[src/rtl/gpio_master_pkg.sv]
// Shared types for the GPIO bus master: command opcodes, FSM states and default widths.
package gpio_master_pkg;

    localparam int DEF_ADDR_W = 8;
    localparam int DEF_DATA_W = 32;

    typedef enum logic [1:0] {
        OP_WRITE  = 2'b00,
        OP_READ   = 2'b01,
        OP_RMW    = 2'b10,
        OP_TOGGLE = 2'b11
    } gpioOpT;

    typedef enum logic [2:0] {
        IDLE,
        RD,
        RD_WAIT,
        WR,
        RESP
    } masterStateT;

endpackage

[src/rtl/gpio_bus_master_if.sv]
// Command/response channel and GPIO register port of the bus master, bundled in one interface.
interface gpio_bus_master_if
    import gpio_master_pkg::*;
#(
    parameter int ADDR_W = DEF_ADDR_W,
    parameter int DATA_W = DEF_DATA_W,
    parameter int BE_W   = DATA_W / 8
);
    logic              cmd_valid;
    logic              cmd_ready;
    logic [1:0]        cmd_op;
    logic [ADDR_W-1:0] cmd_addr;
    logic [BE_W-1:0]   cmd_be;
    logic [DATA_W-1:0] cmd_wdata;
    logic [DATA_W-1:0] cmd_mask;

    logic              rsp_valid;
    logic              rsp_ready;
    logic [DATA_W-1:0] rsp_rdata;
    logic              rsp_err;

    logic [ADDR_W-1:0] bus_addr_in;
    logic [ADDR_W-1:0] bus_addr_out;
    logic [BE_W-1:0]   bus_size_decode;
    logic [DATA_W-1:0] bus_data_in;
    logic [DATA_W-1:0] bus_data_out;

    // The master's view: commands in, responses and GPIO strobes out.
    modport master (
        input  cmd_valid, cmd_op, cmd_addr, cmd_be, cmd_wdata, cmd_mask,
        output cmd_ready,
        output rsp_valid, rsp_rdata, rsp_err,
        input  rsp_ready,
        output bus_addr_in, bus_addr_out, bus_size_decode, bus_data_in,
        input  bus_data_out
    );

    modport slave (
        output cmd_valid, cmd_op, cmd_addr, cmd_be, cmd_wdata, cmd_mask,
        input  cmd_ready,
        input  rsp_valid, rsp_rdata, rsp_err,
        output rsp_ready,
        input  bus_addr_in, bus_addr_out, bus_size_decode,
        input  bus_data_in,
        output bus_data_out
    );

endinterface

[src/rtl/gpio_rmw_merge.sv]
// Combinational new-value generator for read-modify-write and toggle commands.
module gpio_rmw_merge
    import gpio_master_pkg::*;
#(
    parameter int DATA_W = DEF_DATA_W
) (
    input  logic [DATA_W-1:0] oldData,
    input  logic [DATA_W-1:0] wrData,
    input  logic [DATA_W-1:0] mask,
    input  gpioOpT            op,
    output logic [DATA_W-1:0] newData
);

    always_comb begin
        newData = oldData;
        case (op)
            OP_RMW:    newData = (oldData & ~mask) | (wrData & mask);
            OP_TOGGLE: newData = oldData ^ mask;
            default:   newData = oldData;
        endcase
    end

endmodule

[src/rtl/gpio_bus_master.sv]
// Command-driven initiator for a GPIO register port (write/read/RMW/toggle).
// Define GPIO_MASTER_RMW_EN to build RMW/toggle support; otherwise those ops return rsp_err.
module gpio_bus_master
    import gpio_master_pkg::*;
#(
    parameter int ADDR_W       = DEF_ADDR_W,
    parameter int DATA_W       = DEF_DATA_W,
    parameter int BE_W         = DATA_W / 8,
    parameter int READ_LATENCY = 1
) (
    input logic               clk,
    input logic               rst,
    gpio_bus_master_if.master bus
);

    // Read phase counts down from READ_LATENCY-1; capture happens when it reaches zero.
    localparam logic [1:0] WAIT_INIT = 2'(READ_LATENCY - 1);

    masterStateT       stateQ, stateD;
    logic [1:0]        waitQ, waitD;
    logic              cmdReadyQ, cmdReadyD;
    logic              rspValidQ, rspValidD;
    logic [DATA_W-1:0] rspRdataQ, rspRdataD;
    logic              rspErrQ, rspErrD;
    logic [ADDR_W-1:0] busAddrInQ, busAddrInD;
    logic [ADDR_W-1:0] busAddrOutQ, busAddrOutD;
    logic [BE_W-1:0]   busSizeQ, busSizeD;
    logic [DATA_W-1:0] busDataInQ, busDataInD;
    gpioOpT            cmdOp;

    assign cmdOp = gpioOpT'(bus.cmd_op);

`ifdef GPIO_MASTER_RMW_EN
    gpioOpT            opQ;
    logic [BE_W-1:0]   beQ;
    logic [DATA_W-1:0] wdataQ;
    logic [DATA_W-1:0] maskQ;
    logic [DATA_W-1:0] mergedData;

    // Command fields only needed after the read phase; pure data, so no reset.
    always_ff @(posedge clk) begin
        if (bus.cmd_valid && cmdReadyQ) begin
            opQ    <= cmdOp;
            beQ    <= bus.cmd_be;
            wdataQ <= bus.cmd_wdata;
            maskQ  <= bus.cmd_mask;
        end
    end

    gpio_rmw_merge #(
        .DATA_W (DATA_W)
    ) uMerge (
        .oldData (bus.bus_data_out),
        .wrData  (wdataQ),
        .mask    (maskQ),
        .op      (opQ),
        .newData (mergedData)
    );
`endif

    always_comb begin
        stateD      = stateQ;
        waitD       = waitQ;
        rspValidD   = rspValidQ;
        rspRdataD   = rspRdataQ;
        rspErrD     = rspErrQ;
        busAddrInD  = busAddrInQ;
        busAddrOutD = busAddrOutQ;
        busDataInD  = busDataInQ;
        busSizeD    = '0;

        case (stateQ)
            IDLE: begin
                if (bus.cmd_valid) begin
                    rspRdataD = '0;
                    rspErrD   = 1'b0;
                    case (cmdOp)
                        OP_WRITE: begin
                            stateD     = WR;
                            busAddrInD = bus.cmd_addr;
                            busDataInD = bus.cmd_wdata;
                            busSizeD   = bus.cmd_be;
                        end
                        OP_READ: begin
                            stateD      = RD;
                            busAddrOutD = bus.cmd_addr;
                            waitD       = WAIT_INIT;
                        end
                        default: begin
`ifdef GPIO_MASTER_RMW_EN
                            stateD      = RD;
                            busAddrOutD = bus.cmd_addr;
                            waitD       = WAIT_INIT;
`else
                            stateD    = RESP;
                            rspValidD = 1'b1;
                            rspErrD   = 1'b1;
`endif
                        end
                    endcase
                end
            end
            RD, RD_WAIT: begin
                if (waitQ == 2'd0) begin
                    rspRdataD = bus.bus_data_out;
`ifdef GPIO_MASTER_RMW_EN
                    if (opQ == OP_READ) begin
                        stateD    = RESP;
                        rspValidD = 1'b1;
                    end else begin
                        // Write back to the address still held on the read port.
                        stateD     = WR;
                        busAddrInD = busAddrOutQ;
                        busDataInD = mergedData;
                        busSizeD   = beQ;
                    end
`else
                    stateD    = RESP;
                    rspValidD = 1'b1;
`endif
                end else begin
                    waitD  = waitQ - 2'd1;
                    stateD = RD_WAIT;
                end
            end
            WR: begin
                stateD    = RESP;
                rspValidD = 1'b1;
            end
            RESP: begin
                if (bus.rsp_ready) begin
                    stateD    = IDLE;
                    rspValidD = 1'b0;
                end
            end
            default: stateD = IDLE;
        endcase

        cmdReadyD = (stateD == IDLE);
    end

    always_ff @(posedge clk) begin
        if (rst) begin
            stateQ      <= IDLE;
            waitQ       <= '0;
            cmdReadyQ   <= 1'b1;
            rspValidQ   <= 1'b0;
            rspRdataQ   <= '0;
            rspErrQ     <= 1'b0;
            busAddrInQ  <= '0;
            busAddrOutQ <= '0;
            busSizeQ    <= '0;
            busDataInQ  <= '0;
        end else begin
            stateQ      <= stateD;
            waitQ       <= waitD;
            cmdReadyQ   <= cmdReadyD;
            rspValidQ   <= rspValidD;
            rspRdataQ   <= rspRdataD;
            rspErrQ     <= rspErrD;
            busAddrInQ  <= busAddrInD;
            busAddrOutQ <= busAddrOutD;
            busSizeQ    <= busSizeD;
            busDataInQ  <= busDataInD;
        end
    end

    assign bus.cmd_ready       = cmdReadyQ;
    assign bus.rsp_valid       = rspValidQ;
    assign bus.rsp_rdata       = rspRdataQ;
    assign bus.rsp_err         = rspErrQ;
    assign bus.bus_addr_in     = busAddrInQ;
    assign bus.bus_addr_out    = busAddrOutQ;
    assign bus.bus_size_decode = busSizeQ;
    assign bus.bus_data_in     = busDataInQ;

endmodule

[src/flat_wrapper.sv]
// flat-port wrapper written by rule: the top's interface ports become plain ports
module gpio_bus_master_flat import gpio_master_pkg::*;
#(
    parameter int ADDR_W       = DEF_ADDR_W,
    parameter int DATA_W       = DEF_DATA_W,
    parameter int BE_W         = DATA_W / 8,
    parameter int READ_LATENCY = 1
)
  (clk, rst, bus_cmd_valid, bus_cmd_op, bus_cmd_addr, bus_cmd_be, bus_cmd_wdata, bus_cmd_mask, bus_cmd_ready, bus_rsp_valid, bus_rsp_rdata, bus_rsp_err, bus_rsp_ready, bus_bus_addr_in, bus_bus_addr_out, bus_bus_size_decode, bus_bus_data_in, bus_bus_data_out);
  gpio_bus_master_if #(.ADDR_W(ADDR_W), .DATA_W(DATA_W), .BE_W(BE_W)) bus_i ();
  input logic clk;
  input logic rst;
  input wire logic [$bits(bus_i.cmd_valid)-1:0] bus_cmd_valid;
  input wire logic [$bits(bus_i.cmd_op)-1:0] bus_cmd_op;
  input wire logic [$bits(bus_i.cmd_addr)-1:0] bus_cmd_addr;
  input wire logic [$bits(bus_i.cmd_be)-1:0] bus_cmd_be;
  input wire logic [$bits(bus_i.cmd_wdata)-1:0] bus_cmd_wdata;
  input wire logic [$bits(bus_i.cmd_mask)-1:0] bus_cmd_mask;
  output wire logic [$bits(bus_i.cmd_ready)-1:0] bus_cmd_ready;
  output wire logic [$bits(bus_i.rsp_valid)-1:0] bus_rsp_valid;
  output wire logic [$bits(bus_i.rsp_rdata)-1:0] bus_rsp_rdata;
  output wire logic [$bits(bus_i.rsp_err)-1:0] bus_rsp_err;
  input wire logic [$bits(bus_i.rsp_ready)-1:0] bus_rsp_ready;
  output wire logic [$bits(bus_i.bus_addr_in)-1:0] bus_bus_addr_in;
  output wire logic [$bits(bus_i.bus_addr_out)-1:0] bus_bus_addr_out;
  output wire logic [$bits(bus_i.bus_size_decode)-1:0] bus_bus_size_decode;
  output wire logic [$bits(bus_i.bus_data_in)-1:0] bus_bus_data_in;
  input wire logic [$bits(bus_i.bus_data_out)-1:0] bus_bus_data_out;
  assign bus_i.cmd_valid = bus_cmd_valid;
  assign bus_i.cmd_op = bus_cmd_op;
  assign bus_i.cmd_addr = bus_cmd_addr;
  assign bus_i.cmd_be = bus_cmd_be;
  assign bus_i.cmd_wdata = bus_cmd_wdata;
  assign bus_i.cmd_mask = bus_cmd_mask;
  assign bus_cmd_ready = bus_i.cmd_ready;
  assign bus_rsp_valid = bus_i.rsp_valid;
  assign bus_rsp_rdata = bus_i.rsp_rdata;
  assign bus_rsp_err = bus_i.rsp_err;
  assign bus_i.rsp_ready = bus_rsp_ready;
  assign bus_bus_addr_in = bus_i.bus_addr_in;
  assign bus_bus_addr_out = bus_i.bus_addr_out;
  assign bus_bus_size_decode = bus_i.bus_size_decode;
  assign bus_bus_data_in = bus_i.bus_data_in;
  assign bus_i.bus_data_out = bus_bus_data_out;
  gpio_bus_master #(.ADDR_W(ADDR_W), .DATA_W(DATA_W), .BE_W(BE_W), .READ_LATENCY(READ_LATENCY)) u_core (.clk(clk), .rst(rst), .bus(bus_i));
endmodule
[config.mk]
export PLATFORM = sky130hd
export DESIGN_NAME = gpio_bus_master_flat
export DESIGN_NICKNAME = d
export VERILOG_FILES = /design/src/rtl/gpio_master_pkg.sv /design/src/rtl/gpio_bus_master_if.sv /design/src/rtl/gpio_rmw_merge.sv /design/src/rtl/gpio_bus_master.sv /design/src/flat_wrapper.sv
export SDC_FILE = /design/constraint.sdc
export NUM_CORES = 1
export LEC_CHECK = 0
export ABC_AREA = 1
export BUFFER_PORTS_ARGS = -buffer_cell sky130_fd_sc_hd__buf_4
export CORE_ASPECT_RATIO = 1.4
export CORE_MARGIN = 2
export CORE_UTILIZATION = 40
export CTS_CLUSTER_DIAMETER = 120
export CTS_CLUSTER_SIZE = 16
export DETAILED_ROUTE_END_ITERATION = 16
export GPL_TIMING_DRIVEN = 0
export PLACE_DENSITY_LB_ADDON = 0.08
export SLEW_MARGIN = 15
export SYNTH_ARGS = -nofsm -noshare
export SYNTH_HDL_FRONTEND = slang
export SYNTH_SLANG_ARGS = --single-unit
[constraint.sdc]
create_clock -name clk -period 1.8 [get_ports clk]
set_clock_uncertainty 0.05 [all_clocks]
set_input_delay 0.18 -clock clk [delete_from_list [all_inputs] [get_ports clk]]
set_output_delay 0.18 -clock clk [all_outputs]
set_load 0.05 [all_outputs]
== Yosys cells after proc, flatten, opt, wreduce, memory -nomap -nowiden ==
Cells that the tools add are included.

* $add $sub $neg: 1
* Equal/unequal tests: 11
* Mux-type cells: 18
* Bitwise gates (word level): 3
* Reductions and logical operators: 15

{| class="wikitable"
|+ Operator list
! cell !! count
|-
| $mux W32 || 2
|-
| $pmux W32 S2 || 1
|-
| $pmux W3 S4 || 1
|-
| $ne A2 B2 Y1 const B || 5
|-
| $mux W3 || 3
|-
| $reduce_and A3 Y1 || 3
|-
| $eq A3 B2 Y1 const B || 2
|-
| $logic_not A3 Y1 || 2
|-
| $mux W2 || 3
|-
| $pmux W3 S2 || 1
|-
| $mux W1 || 5
|-
| $reduce_and A5 Y1 || 1
|-
| $logic_not A2 Y1 || 2
|-
| $pmux W1 S4 || 1
|-
| $pmux W2 S2 || 1
|-
| $reduce_and A4 Y1 || 1
|-
| $reduce_bool A4 Y1 || 1
|-
| $reduce_or A2 Y1 || 2
|-
| $reduce_or A4 Y1 || 1
|-
| $eq A3 B1 Y1 const B || 1
|-
| $eq A3 B3 Y1 const B || 1
|-
| $not A1 Y1 || 3
|-
| $eq A2 B1 Y1 const B || 1
|-
| $ne A2 B1 Y1 const B || 1
|-
| 3 further kinds || 3
|}

* Register bits: 92
* Input port bits: 114

== Logic depth before layout (Yosys ltp) ==
* Depth in word-level cells: 5
* Mapped depth: 9
* Gate-level depth less buffers: 9

== Worst setup path after synthesis ==
Ideal clock, no wire load.

* Kind: register -> register
* From: register u_core.waitQ[0]
* To: register u_core.rspRdataQ[20] (netlist: u_core.bus.rsp_rdata[20])
* Arrival: 1,101 ps
* Required time: 1,607 ps
* Slack: 506 ps
* Stages on the path, launching flop included: 9
* Path buffers: 1
* Clock period less this slack: 1,294 ps
* Cell sequence: dfxtp_1 > inv_1 > ha_1 > inv_1 > nand2_4 > nand3_2 > buf_6 > nand2_1 > a21oi_2

* Longest elaborated chain between the ends: 3

{| class="wikitable"
|+ Ends and longest elaborated chain
! item !! RTL line !! text
|-
| start, declared || gpio_bus_master.sv:20 || <nowiki>logic [1:0] waitQ, waitD;</nowiki>
|-
| start signal, assigned || gpio_bus_master.sv:156 || <nowiki>waitQ <= waitD;</nowiki>
|-
| $logic_not A2 Y1 || gpio_bus_master.sv:104 || <nowiki>if (waitQ == 2'd0) begin</nowiki>
|-
| $ne A2 B1 Y1 (no source line) || n/a ||
|-
| $reduce_and A3 Y1 (no source line) || n/a ||
|-
| end signal, assigned || gpio_bus_master.sv:159 || <nowiki>rspRdataQ <= rspRdataD;</nowiki>
|-
| end, declared || gpio_bus_master.sv:23 || <nowiki>logic [DATA_W-1:0] rspRdataQ, rspRdataD;</nowiki>
|}

Every way passes these cells.
A chain may end at the register's enable or synchronous reset.

== Final worst setup path ==
* From: register u_core.stateQ[1]
* To: register u_core.busDataInQ[25] (netlist: u_core.bus.bus_data_in[25])

* Longest elaborated chain between the ends: 2

{| class="wikitable"
|+ Ends and longest elaborated chain
! item !! RTL line !! text
|-
| start, declared || gpio_bus_master.sv:19 || <nowiki>masterStateT stateQ, stateD;</nowiki>
|-
| start signal, assigned || gpio_bus_master.sv:155 || <nowiki>stateQ <= stateD;</nowiki>
|-
| $logic_not A3 Y1 || gpio_bus_master.sv:72 || <nowiki>case (stateQ)</nowiki>
|-
| $reduce_and A3 Y1 (no source line) || n/a ||
|-
| end signal, assigned || gpio_bus_master.sv:164 || <nowiki>busDataInQ <= busDataInD;</nowiki>
|-
| end, declared || gpio_bus_master.sv:28 || <nowiki>logic [DATA_W-1:0] busDataInQ, busDataInD;</nowiki>
|}

Every way passes these cells.

==> summary.md <==
| Metric | Value |
|---|---|
| Core Rows | 39 |
| Antenna Violating Nets Remaining | 0 |
| Final wirelength | a little under 9 mm |
| Post-route minimum period | between 1 and 1.5 ns |
| Number of synthesized register bits | 92 |
| Syn nets | about 550 |
| Yosys top cell by area | dfxtp_1 |
| Startpoint Class | flip-flop |
| Crit-path slowest cell | dfxtp_1 |
| Sw Ratio | 0.3002 |
| Share of the synthesized area in the top cell type | 0.5384 |
| Max Root-Sink Buffers | 2 |
| # DRC | 0 |
| Pins over their slew limit | 0 |
| Die Width | 82.16 microns |
| Post-DR vias/cell | 4.599 |
| Asr flop ratio synth | 0 |
| Initial antenna violation count | 0 |
| Crit path largest cell delay | about 0.38 ns |
| Warnings from Yosys | 0 |
| Cell Pwr Density | just over 1000 mW/mm^2 |
| Most frequent cell after synthesis | nor2_1 |
| CTS resizes | 0 |
| Power share of the sequential group | 0.431 |
| RePlAce Congestion | 0.8467 |
| Worst-path clk slew | 0.06 ns |
| Drt pass-1 iters | 4 |
| TritonCTS Sinks | 92 |
| WL per Instance | 12.18 microns |
| Initial drt markers | 125 |
| Top post-synthesis cells by area | dfxtp_1, nor2_1, nand2_1, o21ai_0, a21oi_2 |
| Largest delay share family, worst path | simple AND/OR/NAND/NOR gates |
| RSZ-0062 raised after global routing | false |
| First-pass GRT wire length | approximately 14 mm |
| Outcome | complete, no violations |
| Final TNS setup | 0 ns |
| Fmax | 693.2 MHz |
| CTS tree | yes |
| Clock share of power | 0.338 |
| Core area | 0.008247 sq mm |
| Post-synth EDFFs | 0 |
| Share of layout cells above drive strength 1 | 0.3713 |
| Die area | 0.009318 sq mm |
| Number of global-route vias before repair | 3,106 |
| Period utilization | 0.8014 |
| P&R area growth vs syn | 48.46% |
| Top FF cell, synth | dfxtp_1 |
| Area post-placement | about 0.0048 sq mm |
| Final-report hold violation count | 0 |
| CP required | 2.02 ns |
| Max VDD drop | roughly 0.63 mV |
| Nets | between 700 and 800 |
| Critical setup path kind | reg -> reg |
| Crit-path max FO | 10 |
| CP arrival | 1.66 ns |
| Starting Density | 0.4148 |
| Unique masters post-synth | 23 |
| Post-CTS Setup Bufs | 0 |
| Crit path capture type | flip-flop |
| Clk_lat worst skew | 0.33 ns |
| Pleak | 2.335 nW |
| Dpl hpwl | 6.713 mm |
| Filler Cell Count | 796 |
| Mean Syn Cell Area | 7.900 sq um |
| Cells after Synth | 433 |
| Max Cap Violations | 0 |
| Total GRT Usage | 0.1898 |
| Post-route worst setup slack | 0.3575 ns |
| Worst Path Buf+Inv | 2 |
| Final Cell Area | 0.005079 sq mm |
| Switching pwr | about 0.0015 W |
| Place WS | 0.3381 ns |
| Port Buf Inserts | about 170 |
| Hold Path Class | in -> reg |
| Synth top cells by count | nor2_1, dfxtp_1, nand2_1, o21ai_0, a21oi_2 |
| Pint | 0.003609 W |
| Root Buffer | clkbuf_16 |
| H-tree depth | 3 |
| Endpoints failing setup | 0 |
| Combinational power share | 0.231 |
| Die H | 113.4 microns |
| Largest net degree at the start of global routing | 14 |
| Diode count | 0 |
| Relative slew margins | 0.5226 |
| Total grt overflow | 0 |
| Number of CTS-inserted buffers | 9 |
| Num ports | between 200 and 250 |
| Worst slew pin tran | 0.7161 ns |
| Synthesized area | roughly 0.0034 sq mm |
| CP Cell Sequence | inv_2, nand2_1, nor2_2, nand2_2, clkbuf_1, o21ai_0, nor2_1 |
| Seq/Total Area, Yosys | 0.5384 |
| Total number of vias | between 3,000 and 4,000 |
| Cts hold-fix bufs | 0 |
layer usage:
| layer | vias to the layer above | part of all wire | track usage |
|---|---|---|---|
| met3 | 18 | 0.073 | 0.05142 |
| met2 | 101 | 0.51 | 0.3350 |
| met4 | 0 | 0.024 | 0.08778 |
| li1 | 1714 | - | - |
| met1 | 1460 | 0.39 | 0.2054 |
| met5 | - | 0 | 0 |
registers in the layout (all words and copies together) (netlist names):
signal                      cells
u_core.bus.rsp_err              1
u_core.bus.bus_data_in         32
u_core.waitQ                    2
u_core.bus.bus_addr_in          8
u_core.bus.rsp_valid            1
u_core.bus.bus_size_decode      4
u_core.bus.cmd_ready            1
u_core.bus.bus_addr_out         8
u_core.stateQ                   3
u_core.bus.rsp_rdata           32
cells by family after synthesis:
group / after synthesis / synth area share
AND/OR/NAND/NOR: 210 / 0.2480
flip-flops: 92 / 0.5384
buffers and inverters: 43 / 0.05888
adder cells (fa/ha/maj): 1 / 0.003657
AO/OA/AOI/OAI: 87 / 0.1511
power by group through the flow:
stage | sequential, W | clock, W | combinational, W
6_report | 0.00222 | 0.00174 | 0.00119
3_5_place_dp | 0.00227 | 0 | 0.00120
2_1_floorplan | 0.00264 | 0 | 0.000414
5_1_grt | 0.00224 | 0.00187 | 0.00129
4_1_cts | 0.00222 | 0.00179 | 0.00121
3_3_place_gp | 0.00226 | 0 | 0.00119
per-stage QoR:
step	total power (W)	util	hold slack, ns	cells
4_1_cts	0.005224	0.6158	0.0004341	716
2_1_floorplan	0.003057	-	0.2422	433
3_3_place_gp	0.003453	0.5823	0.3469	702
6_report	0.005157	0.6158	0.009703	716
5_1_grt	0.005401	0.6158	0.01635	716
3_5_place_dp	0.003469	0.5823	0.3513	702
final timing paths:
check,slack [ns],cells after the start,to,from
setup / recovery,0.36,7,u_core.bus.bus_data_in[25],u_core.stateQ[1]
hold reg to reg,0.41,2,u_core.bus.rsp_rdata[18],u_core.bus.rsp_rdata[18]
hold / removal,0.01,3,u_core.bus.bus_size_decode[1],bus_cmd_be[1]
setup reg to reg,0.36,7,u_core.bus.bus_data_in[25],u_core.stateQ[1]
tightest hold or removal path, stage by stage:
cell	delay, ns
buf_4	0.08
inv_1	0.03
nor2_1	0.08
layout by cell type (no fill, tap or decap):
cell type and n:
inv_2 5, clkbuf_16 9, a21oi_1 13, nand3_1 3
a21oi_2 21, nor2_1 112, nor2_2 2, nand2_4 2
nand3_2 1, inv_1 15, a211oi_1 1, buf_2 5
dfxtp_1 92, nand4_1 1, nor2b_1 1, nor2_4 2
clkbuf_8 3, nand2_1 81, clkbuf_1 12, o21ai_0 52
clkinv_2 2, buf_4 170, ha_1 1, buf_6 3
nor3_1 2, nand2_2 3
cell type report:
class	instances	area, sq um	share of cell area
inverter	20	75.07	0.01478
clock buffer	12	266.5	0.05248
buffer	23	126.4	0.02488
tap	102	127.6	0.02513
multi-input combinational	298	1378	0.2712
sequential	92	1842	0.3627
timing repair buffer	167	1254	0.2469
clock inverter	2	10.01	0.001971
(Power assumes the default switching activity.)
